**config.mk**
```make
export PLATFORM = sky130hd
export DESIGN_NAME = c880_sig_analyzer
export DESIGN_NICKNAME = d
export VERILOG_FILES = /design/src/rtl/c880_sig_analyzer.sv
export SDC_FILE = /design/constraint.sdc
export NUM_CORES = 1
export LEC_CHECK = 0
export BUFFER_PORTS_ARGS = -buffer_cell sky130_fd_sc_hd__buf_2
export CAP_MARGIN = 25
export CORE_MARGIN = 1.5
export CORE_UTILIZATION = 49
export DETAILED_ROUTE_END_ITERATION = 6
export PLACE_DENSITY = 0.74
export SYNTH_ARGS = -nofsm -noshare
export SYNTH_HDL_FRONTEND = slang
export SYNTH_SLANG_ARGS = --single-unit
```
**constraint.sdc**
```tcl
create_clock -name clk -period 2.78 [get_ports clk]
set_input_delay 0 -clock clk [delete_from_list [all_inputs] [get_ports clk]]
set_output_delay 0 -clock clk [all_outputs]
set_load 0.01 [all_outputs]
```
**src/rtl/c880_sig_analyzer.sv**
```systemverilog
// c880_sig_analyzer
//   Built-in self-test harness for one combinational c880 instance. A 60-bit
//   LFSR drives the c880 primary inputs. The 26 primary outputs are folded
//   into a MISR signature, one pattern at a time. At the end of a run the
//   signature is compared with a golden value, giving a sticky pass/fail
//   verdict. A tampered netlist produces a divergent signature.
//
//   Ports:
//     clk           rising-edge clock
//     rst           synchronous active-high reset
//     start         begin a run (sampled only while idle)
//     abort         terminate a run and return to idle
//     stim_out      stimulus to the c880 inputs (N1..N268)
//     resp_in       c880 outputs (N388..N880)
//     busy          high while a run is in progress
//     done          one-cycle pulse when a run completes
//     pass / fail   sticky verdict of the last completed run
//     signature     current MISR value (0 until the first LOAD)
//     pattern_count patterns captured in the current or last run
module c880_sig_analyzer #(
  parameter int                 PAT_W         = 60,
  parameter int                 RSP_W         = 26,
  parameter int                 NUM_PATTERNS  = 1024,
  parameter int                 SETTLE_CYCLES = 2,
  parameter logic [PAT_W-1:0]   LFSR_SEED     = 60'h1,
  parameter logic [RSP_W-1:0]   MISR_SEED     = 26'h0,
  parameter logic [RSP_W-1:0]   GOLDEN_SIG    = 26'h0
) (
  input  logic             clk,
  input  logic             rst,
  input  logic             start,
  input  logic             abort,
  output logic [PAT_W-1:0] stim_out,
  input  logic [RSP_W-1:0] resp_in,
  output logic             busy,
  output logic             done,
  output logic             pass,
  output logic             fail,
  output logic [RSP_W-1:0] signature,
  output logic [15:0]      pattern_count
);

  localparam logic [2:0] S_IDLE    = 3'd0;
  localparam logic [2:0] S_LOAD    = 3'd1;
  localparam logic [2:0] S_APPLY   = 3'd2;
  localparam logic [2:0] S_CAPTURE = 3'd3;
  localparam logic [2:0] S_COMPARE = 3'd4;

  // An all-zero LFSR would lock up, so a zero seed is replaced by 1.
  localparam logic [PAT_W-1:0] LFSR_INIT =
    (LFSR_SEED == '0) ? {{(PAT_W-1){1'b0}}, 1'b1} : LFSR_SEED;
  // x^26 + x^6 + x^2 + x + 1 (the x^26 term is the bit shifted out)
  localparam logic [RSP_W-1:0] MISR_POLY   = 26'h0000047;
  localparam logic [3:0]       SETTLE_LAST = 4'(SETTLE_CYCLES - 1);
  localparam logic [15:0]      PAT_LAST    = 16'(NUM_PATTERNS - 1);

  logic [2:0]       r_state;
  logic [PAT_W-1:0] r_lfsr;
  logic [RSP_W-1:0] r_misr;
  logic [3:0]       r_settle;
  logic [15:0]      r_pat_cnt;
  logic [PAT_W-1:0] r_stim;
  logic             r_busy;
  logic             r_done;
  logic             r_pass;
  logic             r_fail;
  logic             r_sig_en;

  logic [2:0]       w_state_next;
  logic [PAT_W-1:0] w_lfsr_next;
  logic [RSP_W-1:0] w_misr_next;

  assign w_lfsr_next = {r_lfsr[PAT_W-2:0], r_lfsr[PAT_W-1] ^ r_lfsr[PAT_W-2]};
  assign w_misr_next = ({r_misr[RSP_W-2:0], 1'b0} ^
                        (r_misr[RSP_W-1] ? MISR_POLY : {RSP_W{1'b0}})) ^ resp_in;

  // Next-state decode; abort outranks every in-run transition.
  always_comb begin
    w_state_next = r_state;
    if (abort && (r_state != S_IDLE)) begin
      w_state_next = S_IDLE;
    end else begin
      case (r_state)
        S_IDLE: begin
          if (start && !abort) begin
            w_state_next = S_LOAD;
          end else begin
            w_state_next = S_IDLE;
          end
        end
        S_LOAD: begin
          w_state_next = S_APPLY;
        end
        S_APPLY: begin
          if (r_settle == SETTLE_LAST) begin
            w_state_next = S_CAPTURE;
          end else begin
            w_state_next = S_APPLY;
          end
        end
        S_CAPTURE: begin
          if (r_pat_cnt == PAT_LAST) begin
            w_state_next = S_COMPARE;
          end else begin
            w_state_next = S_APPLY;
          end
        end
        S_COMPARE: begin
          w_state_next = S_IDLE;
        end
        default: begin
          w_state_next = S_IDLE;
        end
      endcase
    end
  end

  // State, LFSR/MISR datapath and registered outputs.
  always_ff @(posedge clk) begin
    if (rst) begin
      r_state   <= S_IDLE;
      r_lfsr    <= LFSR_INIT;
      r_misr    <= MISR_SEED;
      r_settle  <= 4'd0;
      r_pat_cnt <= 16'd0;
      r_stim    <= {PAT_W{1'b0}};
      r_busy    <= 1'b0;
      r_done    <= 1'b0;
      r_pass    <= 1'b0;
      r_fail    <= 1'b0;
      r_sig_en  <= 1'b0;
    end else begin
      r_state <= w_state_next;
      r_busy  <= (w_state_next != S_IDLE);
      r_done  <= 1'b0;
      if (abort && (r_state != S_IDLE)) begin
        // Signature and pattern count are left holding for inspection.
        r_pass <= 1'b0;
        r_fail <= 1'b0;
        r_stim <= {PAT_W{1'b0}};
      end else begin
        case (r_state)
          S_IDLE: begin
            r_stim <= {PAT_W{1'b0}};
          end
          S_LOAD: begin
            r_lfsr    <= LFSR_INIT;
            r_misr    <= MISR_SEED;
            r_pat_cnt <= 16'd0;
            r_settle  <= 4'd0;
            r_pass    <= 1'b0;
            r_fail    <= 1'b0;
            r_sig_en  <= 1'b1;
            // The stimulus port mirrors the LFSR from the first APPLY cycle.
            r_stim    <= LFSR_INIT;
          end
          S_APPLY: begin
            r_settle <= r_settle + 4'd1;
            r_stim   <= r_lfsr;
          end
          S_CAPTURE: begin
            r_misr    <= w_misr_next;
            r_lfsr    <= w_lfsr_next;
            r_pat_cnt <= r_pat_cnt + 16'd1;
            r_settle  <= 4'd0;
            if (w_state_next == S_APPLY) begin
              r_stim <= w_lfsr_next;
            end else begin
              r_stim <= {PAT_W{1'b0}};
            end
          end
          S_COMPARE: begin
            r_pass <= (r_misr == GOLDEN_SIG);
            r_fail <= (r_misr != GOLDEN_SIG);
            r_done <= 1'b1;
            r_stim <= {PAT_W{1'b0}};
          end
          default: begin
            r_stim <= {PAT_W{1'b0}};
          end
        endcase
      end
    end
  end

  assign stim_out      = r_stim;
  assign busy          = r_busy;
  assign done          = r_done;
  assign pass          = r_pass;
  assign fail          = r_fail;
  // The MISR reset value stays hidden until a run has loaded it.
  assign signature     = r_sig_en ? r_misr : {RSP_W{1'b0}};
  assign pattern_count = r_pat_cnt;

endmodule

```
======== Word level (Yosys, flattened, before mapping) ========
Cells that the tools add are included.
cells by class
  reductions and logical operators ........ 16
  add/sub/neg operators ................... 2
  eq/ne operators ......................... 7
  multiplexer cells ....................... 16
  bitwise gates (word level) .............. 4
operators by type and width
  kind                                                                     count
  60-bit case mux with 3 select lines                                      1
  60-bit case mux with 2 select lines                                      1
  60-bit 2-to-1 mux                                                        1
  26-bit case mux with 2 select lines                                      1
  16-bit case mux with 2 select lines                                      1
  26-bit zero test                                                         1
  26-bit 2-to-1 mux                                                        1
  26-bit nonzero test                                                      1
  26-bit XOR                                                               1
  26-bit by 7-bit XOR with 26-bit output                                   1
  16-bit by 1-bit adder with 16-bit output, second input constant          1
  16-bit by 10-bit equality test with 1-bit output, second input constant  1
  3-bit case mux with 4 select lines                                       1
  3-bit by 2-bit equality test with 1-bit output, second input constant    3
  4-bit case mux with 2 select lines                                       1
  7-bit 2-to-1 mux                                                         1
  3-bit 2-to-1 mux                                                         2
  2-bit AND reduction                                                      3
  2-bit nonzero test                                                       3
  3-bit nonzero test                                                       2
  4-bit by 1-bit adder with 4-bit output, second input constant            1
  4-bit by 1-bit equality test with 1-bit output, second input constant    1
  1-bit case mux with 2 select lines                                       2
  2-bit OR reduction                                                       2
  other kinds (8)                                                          11
storage, ports and cells
  bits of input ports ..................... 30
  register bits after elaboration ......... 174
  output and inout port bits .............. 106
  logic and storage cells ................. 56

======== Logic depth before layout (Yosys ltp) ========
  word-level depth ........................ 8
  gate-level depth with buffers ........... 7
  gate-level depth less buffers ........... 5

======== Least setup slack after synthesis ========
Ideal clock, no wire load.
  path kind ............................... reg-to-reg
  from .................................... register r_pat_cnt[0] (netlist: pattern_count[0])
  to ...................................... register r_stim[58] (netlist: stim_out[58])
  arrival ................................. 2.079 ns
  data required time ...................... 2.663 ns
  path buffers ............................ 2
  library setup time ...................... 0.117 ns
  stages on the path, launching flop included .. 8
  clock period less this slack ............ 2.196 ns
  setup slack ............................. 0.584 ns
  cells stage by stage .................... dfxtp_1 -> ha_1 -> or4b_1 -> nor4_1 -> a21oi_1 -> clkbuf_1 -> buf_2 -> a22o_1
between the ends
  cells in the longest elaborated chain, start to end .. 7
RTL lines
  element                                           RTL line  text
  start, declared                                   61        logic [15:0] r_pat_cnt;
  start signal, assigned                            164       r_pat_cnt <= r_pat_cnt + 16'd1;
  16-bit by 10-bit equality test with 1-bit output  102       if (r_pat_cnt == PAT_LAST) begin
  3-bit 2-to-1 mux                                  102
  3-bit case mux with 4 select lines                83        case (r_state)
  3-bit 2-to-1 mux                                  80        if (abort && (r_state != S_IDLE)) begin
  3-bit by 2-bit equality test with 1-bit output    166       if (w_state_next == S_APPLY) begin
  60-bit 2-to-1 mux                                 166
  60-bit case mux with 3 select lines               142       case (r_state)
  end signal, assigned                              144       r_stim <= {PAT_W{1'b0}};
  end signal, assigned                              167       r_stim <= w_lfsr_next;
  end signal, assigned                              169       r_stim <= {PAT_W{1'b0}};
  end, declared                                     62        logic [PAT_W-1:0] r_stim;
No other way between the ends.
A chain may end at the register's enable or synchronous reset.

======== Final worst setup path ========
  from .................................... register r_pat_cnt[0] (netlist: pattern_count[0])
  to ...................................... register r_stim[25] (netlist: stim_out[25])
Same word-level chain as after synthesis.

==> results.ini <==
[status]
status=finished, final reports clean

[worst_setup_path]
endpoint_kind=flop
critical_path.top_delay_family=simple AND/OR/NAND/NOR gates
worstPathArrival_ps=2720
critPathSlowestCell=or4b_1
path_cells=ha_1 -> or4b_1 -> nor4_1 -> buf_4 -> a21oi_4 -> buf_4 -> a22o_1
cp-start-kind=flop
setup.worst_path.class=flop to flop
cp_num_buf_inv=2
worstPathRequired_ps=3090
worst_path_most_repeated_cell=buf_4
cp_max_fo=40
max_stage_delay_ps=430

[power_and_ir_drop]
vdd_drop_max_uv=312
seqPwrFrac_pct=50.3
powerDensity_mw_per_mm2=632
power.total_mw=4.98
power.clock.fraction_pct=47.0
p_sw_mw=1.12
swShare_pct=22.4
p_leak_nw=3.35
p_int_mw=3.86
combPwrFrac_pct=2.7

[logic_synthesis]
synth_top_cell_by_area=dfxtp_1
synth_cell_types=38
yosysSeqAreaShare_pct=56.7
synthTopCellsByArea=dfxtp_1 57%, a22o_1 17%, xnor2_1 5.0%, o21ai_0 2.8%, and2_1 2.7%
synth_edf_count=0
synth_ff_type=dfxtp_1
syn-cell-area_mm2=0.00615
synth_top_area_share_pct=56.7
synth-seq-cells=174
yosys_warnings=0
synth-async-reset-ratio_pct=0
netlist_instances=582
synth_nets=615
syn_avg_cell_area_um2=10.6

[floorplanning]
die_w_um=115
initial_core_util_pct=50.7
core_mm2=0.0121
num_rows=40
die_h_um=115
die-area_mm2=0.0132
ios=136

[timing]
rsz0062_at_grt=false
max_slew_margin_pct=33.1
hold_viol=0
clock_skew_ps=13.3
finalSetupTns_ps=0
tightestPinTransition_ps=1000
min_period_ps=2410
setup_viol=0
slew_viol_final=0
period_share_pct=86.7
max_freq_ghz=0.415
holdWs_ps=385

[run]
max_cap_violations=0

[clock_network]
cts_buffer_depth=2
h-tree-depth=4
clock_latency_ps=430
cts_num_sinks=174
clk_pin_slew_ps=70
cts_buffers=17
cts_hold_buf=29
cts_root_buf=clkbuf_16
cts_setup_buffers=0
cts_tree=yes
postCtsResizedCells=0

[grt]
antenna_found_initial=0
grt_max_degree=61
grt_pass1_wl_um=22000
grt_use_total_pct=20.7
gr-total-overflow=0
grt_pass1_vias=4636

[layout]
synthToLayoutAreaGrowth_pct=28.1
design_area_mm2=0.00787
n_antenna_cell=0
drive_above_1_share_pct=24.6
multi_input_area_mm2=0.00250
fin_util_pct=65.0
fin_nets=764
num-fill-cells=964
area.sequential_mm2=0.00348

[routing]
ant_nets=0
via_count=4841
via_per_inst=5.31
drt_iter0_markers=224
routed_wire_length_per_instance_um=14.7
wirelength_um=13400
post-route-drc-count=0
firstDrtPassIters=4

[placed_design]
place_hpwl_um=8580
place.gp.congestion=0.818
port_buffers=135
placed_area_mm2=0.00699

[min_path]
hold_class=primary input to flop

## cells in the final DEF, fill, tap and decap left out, types with 7 or more instances in the layout
cell           netlist  final
buf_2                4    135
dfxtp_1            174    174
dlygate4sd3_1        0     29
nor3_1               8      8
xnor2_1             35     35
and2_1              27     27
clkbuf_16            0     17
a22o_1             119    119
nand2_1             35     35
or3_1                8      8
inv_1                7      7
nor4_1              11     11
o21ai_0             34     34
a21oi_1             11     10
nor2_1              27     25
## power groups by stage
stage	logic [mW]	clock network (mW)	registers (mW)
floorplan	0.0645	0	2.56
global placement	0.101	0	2.56
detailed placement	0.103	0	2.56
CTS	0.134	2.37	2.50
global route	0.147	2.49	2.50
finish	0.136	2.34	2.50
## tightest hold or removal path, cell delays in order
cell and delay [ps]:
dlygate4sd3_1 540, buf_2 110, nor3_1 40, nor2_1 80
## metrics by stage
step / std cells / setup WS (ps)
final: 912 / 369
after global routing: 912 / 164
after CTS: 912 / 347
after detailed placement: 851 / 369
after global placement: 851 / 474
after floorplan: 582 / 584
## synthesized netlist by cell type (2+ instances only)
| master | number |
|---|---|
| a21oi_1 | 11 |
| or2_2 | 2 |
| xnor2_1 | 35 |
| nor2_1 | 27 |
| and3_1 | 3 |
| a31oi_1 | 2 |
| ha_1 | 3 |
| a22o_1 | 119 |
| nor3b_1 | 2 |
| xor2_1 | 6 |
| clkbuf_1 | 35 |
| inv_1 | 7 |
| or4_1 | 2 |
| and2_1 | 27 |
| nand2_1 | 35 |
| buf_2 | 4 |
| or3_1 | 8 |
| nor4_1 | 11 |
| buf_1 | 2 |
| nand3_1 | 6 |
| o21ai_0 | 34 |
| dfxtp_1 | 174 |
| nand4_1 | 5 |
| nor3_1 | 8 |
## area by class of cell
class / count / share of cell area, %
clock buffers: 19 / 5.63
clock inverters: 13 / 1.89
inverters: 7 / 0.334
multi-input cells: 360 / 31.8
flip-flops and latches: 174 / 44.2
well taps: 168 / 2.67
repair buffers: 171 / 13.4
## cells by family after synthesis
family	after synthesis	share of synthesized area (%)
adder cells (fa/ha/maj)	3	0.611
AO/OA/AOI/OAI	172	21.6
flip-flops	174	56.7
buffers and inverters	48	3.01
AND/OR/NAND/NOR	144	12.2
XOR/XNOR	41	5.84
## per-layer routing
| metal | part of all wire (%) | up-vias | GRT usage (%) |
|---|---|---|---|
| li1 | - | 2393 | - |
| met2 | 47 | 142 | 33.7 |
| met3 | 5.4 | 16 | 5.85 |
| met5 | 0 | - | 0 |
| met1 | 46 | 2290 | 26.4 |
| met4 | 1.3 | 0 | 7.74 |
## state kept, by name (all words and copies together), names as in the netlist
register / cells
done: 1
pass: 1
fail: 1
r_settle: 4
r_state: 3
busy: 1
stim_out: 60
r_lfsr: 60
r_misr: 26
pattern_count: 16
r_sig_en: 1
## final timing paths
path	start	to	slack (ps)	cells past startpoint
worst max-delay path	pattern_count[0]	stim_out[25]	370	7
worst min-delay path	start	busy	380	4
worst min register to register	r_misr[20]	r_misr[20]	500	2
worst max register to register	pattern_count[0]	stim_out[25]	370	7
Power figures use the tool's default switching activity.
